### src/rtl/z80_trace_pkg.sv
// Shared types for the Z80 bus tracer: record layout, cycle kinds, FSM states
// and the strobe classifier used by the tracer front end.
package z80_trace_pkg;

    localparam int REC_TS_W = 16;

    typedef enum logic [2:0] {
        IDLE   = 3'd0,
        FETCH  = 3'd1,
        MEM_RD = 3'd2,
        MEM_WR = 3'd3,
        IO_RD  = 3'd4,
        IO_WR  = 3'd5,
        INTA   = 3'd6
    } kind_e;

    typedef struct packed {
        kind_e                kind;
        logic [15:0]          addr;
        logic [7:0]           data;
        logic [REC_TS_W-1:0]  ts;
    } trace_rec_t;

    typedef enum logic [1:0] {
        ST_IDLE = 2'd0,
        ST_CAP  = 2'd1,
        ST_SKIP = 2'd2
    } trc_state_e;

    // Highest-priority match wins; INTA must beat the IO kinds since iorq is low in both.
    function automatic kind_e classify(input logic m1_n, input logic mreq_n,
                                       input logic iorq_n, input logic rd_n,
                                       input logic wr_n);
        kind_e k;
        k = IDLE;
        if (!m1_n && !iorq_n)                k = INTA;
        else if (!m1_n && !mreq_n && !rd_n)  k = FETCH;
        else if (!mreq_n && !rd_n)           k = MEM_RD;
        else if (!mreq_n && !wr_n)           k = MEM_WR;
        else if (!iorq_n && !rd_n)           k = IO_RD;
        else if (!iorq_n && !wr_n)           k = IO_WR;
        return k;
    endfunction

endpackage

### src/rtl/z80_bus_tracer_fifo.sv
// First-word-fall-through record FIFO with wrap-around pointers (extra MSB
// distinguishes full from empty); the head holds its last value once drained.
module trace_fifo #(
    parameter int  DEPTH     = 16,
    parameter type payload_t = logic [7:0]
) (
    input  logic                     clk,
    input  logic                     reset_n,
    input  logic                     clear,
    input  logic                     push,
    input  payload_t                 push_data,
    input  logic                     pop,
    output payload_t                 head,
    output logic                     head_valid,
    output logic [$clog2(DEPTH):0]   count,
    output logic                     drop
);

    localparam int AW = $clog2(DEPTH);

    logic [AW:0] wr_ptr, rd_ptr;
    payload_t    mem [DEPTH];
    payload_t    hold_q;
    logic        empty, full, do_pop, do_push;

    assign empty   = (wr_ptr == rd_ptr);
    assign full    = (wr_ptr[AW] != rd_ptr[AW]) && (wr_ptr[AW-1:0] == rd_ptr[AW-1:0]);
    assign do_pop  = pop && !empty && !clear;
    // A pop at the same edge frees the slot, so a full FIFO still accepts the push.
    assign do_push = push && !clear && (!full || do_pop);
    assign drop    = push && !clear && full && !do_pop;

    always_ff @(posedge clk or negedge reset_n) begin
        if (!reset_n) begin
            wr_ptr <= '0;
            rd_ptr <= '0;
        end else if (clear) begin
            wr_ptr <= '0;
            rd_ptr <= '0;
        end else begin
            if (do_push) wr_ptr <= wr_ptr + 1'b1;
            if (do_pop)  rd_ptr <= rd_ptr + 1'b1;
        end
    end

    always_ff @(posedge clk) begin
        if (do_push) mem[wr_ptr[AW-1:0]] <= push_data;
    end

    // Remember the departing head so out_* keep their last value when empty.
    always_ff @(posedge clk or negedge reset_n) begin
        if (!reset_n) begin
            hold_q <= '0;
        end else if (do_pop || (clear && !empty)) begin
            hold_q <= mem[rd_ptr[AW-1:0]];
        end
    end

    assign head       = empty ? hold_q : mem[rd_ptr[AW-1:0]];
    assign head_valid = !empty;
    assign count      = wr_ptr - rd_ptr;

endmodule

### src/rtl/z80_bus_tracer.sv
// Passive tv80s bus monitor: classifies each completed bus cycle and logs
// {kind, addr, data, start timestamp} into a FWFT FIFO drained by valid/ready.
module z80_bus_tracer
    import z80_trace_pkg::*;
#(
    parameter int DEPTH = 16,
    parameter int TS_W  = REC_TS_W
) (
    input  logic                     clk,
    input  logic                     reset_n,
    input  logic                     enable,
    input  logic                     clear,
    input  logic                     m1_n,
    input  logic                     mreq_n,
    input  logic                     iorq_n,
    input  logic                     rd_n,
    input  logic                     wr_n,
    input  logic                     rfsh_n,
    input  logic [15:0]              A,
    input  logic [7:0]               di,
    input  logic [7:0]               dout,
    output logic                     out_valid,
    input  logic                     out_ready,
    output kind_e                    out_kind,
    output logic [15:0]              out_addr,
    output logic [7:0]               out_data,
    output logic [TS_W-1:0]          out_ts,
    output logic [$clog2(DEPTH):0]   count,
    output logic                     ovf,
    output logic [7:0]               ovf_cnt
);

    // Handshake: a record leaves the FIFO at a rising edge where out_valid and
    // out_ready are both high; out_* are stable while out_valid is low.

    logic        act;
    kind_e       bus_kind;
    logic [7:0]  bus_data;
    logic [TS_W-1:0] ts_q;
    trc_state_e  state, state_nxt;
    logic        start_cap, push;
    trace_rec_t  cur, head;
    logic        drop;

    assign act = rfsh_n & (((~mreq_n | ~iorq_n) & (~rd_n | ~wr_n)) | (~m1_n & ~iorq_n));
    assign bus_kind = classify(m1_n, mreq_n, iorq_n, rd_n, wr_n);
    assign bus_data = !wr_n ? dout : di;

    always_ff @(posedge clk or negedge reset_n) begin
        if (!reset_n) ts_q <= '0;
        else          ts_q <= ts_q + 1'b1;
    end

    always_ff @(posedge clk or negedge reset_n) begin
        if (!reset_n) state <= ST_IDLE;
        else          state <= state_nxt;
    end

    always_comb begin
        state_nxt = state;
        start_cap = 1'b0;
        push      = 1'b0;
        case (state)
            ST_IDLE: begin
                if (act && enable) begin
                    state_nxt = ST_CAP;
                    start_cap = 1'b1;
                end else if (act) begin
                    state_nxt = ST_SKIP;
                end
            end
            ST_CAP: begin
                if (!act) begin
                    state_nxt = ST_IDLE;
                    push      = 1'b1;
                end
            end
            ST_SKIP: begin
                if (!act) state_nxt = ST_IDLE;
            end
            default: state_nxt = ST_IDLE;
        endcase
    end

    // Address/data follow the bus while active so the record holds end-of-cycle values.
    always_ff @(posedge clk or negedge reset_n) begin
        if (!reset_n) begin
            cur <= '0;
        end else if (start_cap) begin
            cur.kind <= bus_kind;
            cur.addr <= A;
            cur.data <= bus_data;
            cur.ts   <= REC_TS_W'(ts_q);
        end else if (state == ST_CAP && act) begin
            cur.addr <= A;
            cur.data <= bus_data;
            if (!wr_n && (cur.kind == MEM_RD || cur.kind == IO_RD))
                cur.kind <= kind_e'({cur.kind[2:1], 1'b1});
        end
    end

    trace_fifo #(
        .DEPTH     (DEPTH),
        .payload_t (trace_rec_t)
    ) u_fifo (
        .clk        (clk),
        .reset_n    (reset_n),
        .clear      (clear),
        .push       (push),
        .push_data  (cur),
        .pop        (out_ready),
        .head       (head),
        .head_valid (out_valid),
        .count      (count),
        .drop       (drop)
    );

    always_ff @(posedge clk or negedge reset_n) begin
        if (!reset_n) begin
            ovf     <= 1'b0;
            ovf_cnt <= 8'h00;
        end else if (clear) begin
            ovf     <= 1'b0;
            ovf_cnt <= 8'h00;
        end else if (drop) begin
            ovf <= 1'b1;
            if (ovf_cnt != 8'hFF) ovf_cnt <= ovf_cnt + 1'b1;
        end
    end

    assign out_kind = head.kind;
    assign out_addr = head.addr;
    assign out_data = head.data;
    assign out_ts   = TS_W'(head.ts);

endmodule
### config.mk
export PLATFORM = sky130hd
export DESIGN_NAME = z80_bus_tracer
export DESIGN_NICKNAME = d
export VERILOG_FILES = /design/src/rtl/z80_trace_pkg.sv /design/src/rtl/z80_bus_tracer_fifo.sv /design/src/rtl/z80_bus_tracer.sv
export SDC_FILE = /design/constraint.sdc
export NUM_CORES = 1
export LEC_CHECK = 0
export ABC_AREA = 0
export ABC_CLOCK_PERIOD_IN_PS = 5500
export CAP_MARGIN = 5
export CORE_ASPECT_RATIO = 0.6
export CORE_MARGIN = 2
export CORE_UTILIZATION = 30
export CTS_CLUSTER_DIAMETER = 50
export DETAILED_ROUTE_END_ITERATION = 6
export GPL_TIMING_DRIVEN = 0
export HOLD_SLACK_MARGIN = 0.08
export SYNTH_ARGS = -nofsm -noshare
export SYNTH_HDL_FRONTEND = slang
export SYNTH_SLANG_ARGS = --single-unit
### constraint.sdc
create_clock -name clk -period 5.5 [get_ports clk]
set_input_delay 1.1 -clock clk [delete_from_list [all_inputs] [get_ports clk]]
set_output_delay 1.1 -clock clk [all_outputs]
set_load 0.005 [all_outputs]
==> flow_summary.json, run 1 <==
{
  "grt_max_degree": 68,
  "dieArea_um2": 109000,
  "antenna_found_initial": 1,
  "worstSetupEndpointType": "output pin",
  "maxSlewViolCount": 0,
  "cp_top_family": "buffers and inverters",
  "max_stage_delay_ns": 0.63,
  "cts_tree": "done",
  "p_int_w": 0.0116,
  "die-height_um": 257,
  "final_cell_mix": "688 x edfxtp_1, 172 x mux4_2, 122 x dfrtp_1",
  "swShare_pct": 26.2,
  "fin_skew_ns": 0.0229,
  "wl_per_cell_um": 23.6,
  "grt_pass1_wl_mm": 114,
  "pre_cts_slack_ns": -1.75,
  "vdd_drop_max_mv": 0.238,
  "vias": 16300,
  "cts_made_buffers": 77,
  "grt_util_all_layers_pct": 14.3,
  "final_hold_viol_count": 0,
  "clockBufferDepth": 3,
  "rsz0062_at_grt": "true",
  "status": "finished clean",
  "drt_wl_total_mm": 78.3,
  "core_area_um2": 105000,
  "firstDrtPassIters": 5,
  "syn-num-nets": 1684,
  "seqPwrFrac_pct": 52.2,
  "synth_area_um2": 31900,
  "layout_commonest_cell": "edfxtp_1",
  "power.leakage_nw": 12.9,
  "slowest_stage": "buf_1",
  "multi_input_area_um2": 7930,
  "rows": 92,
  "cp-start-kind": "register",
  "fin_cells": 3321,
  "port_buffers": 100,
  "cts_root_buf": "clkbuf_16",
  "dp.cells": 3175,
  "synth_edf_count": 688,
  "ys.warnings.count": 0,
  "critPathLaunch": "u_fifo.rd_ptr[1]$_DFFE_PN0P_",
  "clock_latency_ns": 0.64,
  "place_congestion": 0.741,
  "io_pins": 101,
  "path_class": "reg -> out",
  "pwr-share-clk_pct": 33.8,
  "crit_arrival_ns": 4.28,
  "grt_pass1_vias": 16555,
  "ys_seq_area_share_pct": 74.3,
  "slew_headroom_pct": 11.8,
  "power.switching_w": 0.00411,
  "setup_tns_ns": 0,
  "drive_above_1_share_pct": 25.1,
  "max_slew.worst_pin.slew_ns": 1.32,
  "hpwlAfterDp_mm": 52.6,
  "power_density_nw_per_um2": 409,
  "combPwrFrac_pct": 14.0,
  "drt_first_iter_violations": 1853,
  "min_period_ns": 5.38,
  "clkSinkCount": 811,
  "overflow": 0,
  "crit_chain": "clkbuf_1 > buf_1 > mux4_2 > mux2i_1 > mux2_2 > o21ai_0 > clkdlybuf4s50_1",
  "setup_ws_ns": 0.121,
  "async_reset_ff_share_pct": 15.2,
  "ys_seq_elements": 811,
  "postCtsHoldBufs": 0,
  "clkTransAtPathRegs_ns": 0.07,
  "area_growth_pct": 20.2,
  "setup_viol_count_final": 0,
  "fin_crit_sh_pct": 97.8,
  "cp_max_fo": 10,
  "seq_area_um2": 23700,
  "finalInstanceArea_um2": 38400,
  "syn_avg_cell_area_um2": 19.6,
  "syn_inst": 1627,
  "drc_errors": 0,
  "htree_levels": 3,
  "cap_viol_max_count": 0,
  "via_per_inst": 4.91,
  "hold_ws_ns": 0.453,
  "start_util_pct": 30.3,
  "r2r_start": "u_fifo.rd_ptr[2]$_DFFE_PN0P_",
  "fin_nets": 1903,
  "timing.fmax_ghz": 0.186,
  "hold_path.class": "in -> async",
  "ant_nets": 0,
  "die_x_um": 425,
  "post_dp_cell_area_um2": 35800,
  "ys_types": 55,
  "final.fill_count": 9571,
  "cp_data_required_time_ns": 4.40,
  "crit_buf_inv": 3,
  "synth-main-ff-cell": "edfxtp_1"
}
## final timing paths
path | endpoint | slack, ns | cells past startpoint
worst max register to register | u_fifo.hold_q[1]$_DFFE_PN0P_ | 1.06 | 10
worst max-delay path | out_ts[6] | 0.12 | 7
min in group clk | ts_q[15]$_DFF_PN0_ | 0.48 | 1
worst min-delay path | ts_q[11]$_DFF_PN0_ | 0.45 | 1
max in group asynchronous | cur[33]$_DFFE_PN0P_ | 4.17 | 2
worst min register to register | ts_q[15]$_DFF_PN0_ | 0.48 | 1
## layout make-up
class	instances	share of cell area (%)
sequential	811	61.8
multi-input combinational	714	20.6
clock buffer	105	5.77
timing repair buffer	142	5.11
tap	1410	4.59
buffer	84	1.02
clock inverter	38	0.893
inverter	16	0.156
antenna	1	0.00652
## worst reg2reg max path: stages (launching register included)
cell	delay, ns
dfrtp_2	0.63
clkbuf_4	0.40
inv_1	0.13
ha_1	0.37
nand4_1	0.21
buf_4	0.24
o22ai_1	0.71
clkbuf_1	0.62
clkbuf_1	0.82
nand2_1	0.12
o21ai_0	0.11
## routing by layer
metal / routed length, um / part of all wire [%] / GRT usage, % / vias to the layer above
met5: 0 / 0 / 0.307 / -
met4: 1790 / 2.3 / 4.07 / 0
met3: 4950 / 6.3 / 2.63 / 104
met2: 37200 / 47 / 22.8 / 584
met1: 34400 / 44 / 20.1 / 8616
li1: - / - / - / 6996
## cells in the mapped netlist (5+ instances only)
cell type,number,area share (%)
o21ai_0,63,0.99
inv_1,15,0.18
mux2_2,78,2.7
buf_4,5,0.12
mux2i_1,98,3.1
nor2_1,23,0.27
and2_1,5,0.098
nand2_1,107,1.3
clkbuf_1,50,0.59
dfrtp_1,123,9.6
a21oi_1,6,0.094
o21ai_1,36,0.56
nand4_1,6,0.12
nor3_1,8,0.13
xor2_1,6,0.16
xnor2_1,16,0.44
buf_1,13,0.15
edfxtp_1,688,65
nand3_1,21,0.33
mux4_2,172,12
buf_2,17,0.27
ha_1,13,0.51
## power groups by stage
stage | Sequential [W] | Combinational (W) | Clock [W]
2_1_floorplan | 0.00804 | 0.00114 | 0
3_3_place_gp | 0.00825 | 0.00217 | 0
3_5_place_dp | 0.00834 | 0.00223 | 0
4_1_cts | 0.00821 | 0.00226 | 0.00542
5_1_grt | 0.00830 | 0.00239 | 0.00568
6_report | 0.00820 | 0.00220 | 0.00532
## state kept, by name (all words and copies together) (netlist names)
register / flops
cur: 43
state: 2
u_fifo.wr_ptr: 5
ts_q: 16
u_fifo.hold_q: 43
u_fifo.rd_ptr: 5
ovf: 1
ovf_cnt: 8
u_fifo.mem: 688
## logic make-up after synthesis
group | after synthesis | synth area share [%]
multiplexers | 349 | 18.0
flip-flops | 811 | 74.3
AND/OR/NAND/NOR | 194 | 2.76
buffers and inverters | 102 | 1.35
AO/OA/AOI/OAI | 134 | 2.37
adder cells (fa/ha/maj) | 14 | 0.572
XOR/XNOR | 23 | 0.654
## what timing repair did
action,in CTS,in global routing
pin swaps,1,0
gates resized for setup,19,3
buffers inserted,4,0
setup endpoints to repair,44,15
## per-stage QoR
step           total power (W)  util (%)
2_1_floorplan          0.00918         -
3_3_place_gp            0.0104      33.0
3_5_place_dp            0.0106      34.0
4_1_cts                 0.0159      36.5
5_1_grt                 0.0164      36.5
6_report                0.0157      36.5
No activity file was read; power rests on OpenSTA's default activity.
==> inputs of run 2 (changes only) <==
SLEW_MARGIN = 15   (was default)
==> flow_summary.json, run 2 (same netlist as run 1, synthesis figures left out) <==
{
  "status": "finished clean",
  "multi_input_area_um2": 7930,
  "final.fill_count": 9567,
  "area_growth_pct": 20.5,
  "port_buffers": 100,
  "grt_pass1_wl_mm": 115,
  "final_hold_viol_count": 0,
  "drive_above_1_share_pct": 24.8,
  "die-height_um": 257,
  "power_density_nw_per_um2": 411,
  "postLayoutCoreUtil_pct": 36.5,
  "postCtsHoldBufs": 0,
  "combPwrFrac_pct": 13.9,
  "firstDrtPassIters": 6,
  "grt_max_degree": 83,
  "cts_made_buffers": 78,
  "seq_area_um2": 23700,
  "largest_reg_flops": 688,
  "fin_crit_sh_pct": 97.6,
  "fin_skew_ns": 0.0233,
  "setup_viol_count_final": 0,
  "rsz0062_at_grt": "true",
  "clockBufferDepth": 3,
  "swShare_pct": 26.1,
  "rows": 92,
  "cp_data_required_time_ns": 4.40,
  "max_slew.worst_pin.slew_ns": 1.26,
  "dieArea_um2": 109000,
  "seqPwrFrac_pct": 51.9,
  "cap_viol_max_count": 0,
  "grt_util_all_layers_pct": 14.4,
  "wl_per_cell_um": 23.6,
  "pwr-share-clk_pct": 34.3,
  "cp_max_fo": 10,
  "htree_levels": 3,
  "cp-start-kind": "register",
  "hpwlAfterDp_mm": 53.3,
  "place_congestion": 0.741,
  "slew_headroom_pct": 15.9,
  "core_area_um2": 105000,
  "clkSinkCount": 811,
  "clock_latency_ns": 0.64,
  "cts_root_buf": "clkbuf_16",
  "antenna_cells": 0,
  "fin_nets": 1910,
  "post_dp_cell_area_um2": 35900,
  "power.leakage_nw": 13.0,
  "min_period_ns": 5.37,
  "via_per_inst": 4.93,
  "die_x_um": 425,
  "drc_errors": 0,
  "hold_path.class": "in -> async",
  "layout_commonest_cell": "edfxtp_1",
  "vdd_drop_max_mv": 0.232,
  "maxSlewViolCount": 0,
  "overflow": 0,
  "worstSetupEndpointType": "output pin",
  "hold_ws_ns": 0.356,
  "start_util_pct": 30.3,
  "power.switching_w": 0.00412,
  "finalPower_w": 0.0158,
  "clkTransAtPathRegs_ns": 0.07,
  "cts_tree": "done",
  "ant_nets": 0,
  "vias": 16400,
  "crit_arrival_ns": 4.27,
  "p_int_w": 0.0117,
  "setup_tns_ns": 0,
  "antenna_found_initial": 1,
  "drt_wl_total_mm": 78.4,
  "finalInstanceArea_um2": 38500,
  "timing.fmax_ghz": 0.186,
  "drt_first_iter_violations": 1741,
  "io_pins": 101,
  "path_class": "reg -> out",
  "grt_pass1_vias": 16642,
  "final_cell_mix": "688 x edfxtp_1, 172 x mux4_2, 122 x dfrtp_1"
}
==> run 2: cell count changes in the layout (fill, tap and decap cells not counted), moves of 2 or more <==
cell       delta
buf_12        -4
clkbuf_8      -7
clkbuf_2      -3
clkinv_8      -3
clkbuf_16     -2
clkinv_2      -3
clkbuf_1      +7
buf_8        +11
bufinv_16     +5
clkinv_1      +4
==> run 2: path summary, 6_finish.rpt <==
| kind | start | to | slack, ns | depth (start not counted) |
|---|---|---|---|---|
| max | u_fifo.rd_ptr[1]$_DFFE_PN0P_ | out_ts[6] | 0.13 | 7 |
| min | reset_n | ts_q[11]$_DFF_PN0_ | 0.36 | 1 |
| max reg2reg | u_fifo.rd_ptr[2]$_DFFE_PN0P_ | u_fifo.hold_q[2]$_DFFE_PN0P_ | 1.06 | 10 |
| min reg2reg | ts_q[15]$_DFF_PN0_ | ts_q[15]$_DFF_PN0_ | 0.47 | 1 |
| max in group asynchronous | reset_n | cur[32]$_DFFE_PN0P_ | 4.22 | 2 |
| min in group clk | ts_q[15]$_DFF_PN0_ | ts_q[15]$_DFF_PN0_ | 0.47 | 1 |
==> run 2: through the flow <==
step	setup WS [ns]	instances
after CTS	0.0109	3329
after global routing	-0.0116	3328
after global placement	-3.02	3137
final	0.133	3328
after detailed placement	-1.83	3182
after floorplan	0.955	1627
==> run 2: power by group through the flow <==
| stage | Clock [W] | Combinational, W | Sequential [W] |
|---|---|---|---|
| 2_1_floorplan | 0 | 0.00114 | 0.00804 |
| 3_3_place_gp | 0 | 0.00217 | 0.00825 |
| 3_5_place_dp | 0 | 0.00222 | 0.00834 |
| 4_1_cts | 0.00552 | 0.00226 | 0.00821 |
| 5_1_grt | 0.00576 | 0.00239 | 0.00830 |
| 6_report | 0.00542 | 0.00219 | 0.00820 |
==> run 2: layer usage <==
metal	vias to the layer above	part of all wire [%]	global-route usage, %
met1	8740	44	20.2
met5	-	0	0
met4	0	2.4	3.96
li1	7007	-	-
met3	114	6.0	2.73
met2	539	47	22.9
==> run 2: cell type report <==
type | instances | share of cell area (%)
inverter | 16 | 0.156
sequential | 811 | 61.7
tap | 1410 | 4.58
clock buffer | 102 | 5.43
clock inverter | 43 | 1.24
buffer | 84 | 1.03
multi-input combinational | 714 | 20.6
timing repair buffer | 148 | 5.30
==> run 2: worst max-delay path, stage by stage (launching register included) <==
cell and delay (ns):
dfrtp_1 0.48, clkbuf_1 0.56, buf_1 0.63, mux4_2 0.34, mux2i_1 0.11, mux2_2 0.33, o21ai_0 0.54, clkdlybuf4s50_1 0.63
==> run 2: timing repair <==
| item | 4_1_cts | 5_1_grt |
|---|---|---|
| gates resized for setup | 19 | 2 |
| buffers inserted | 3 | 0 |
| pin swaps | 1 | 0 |
| setup endpoints to repair | 44 | 9 |
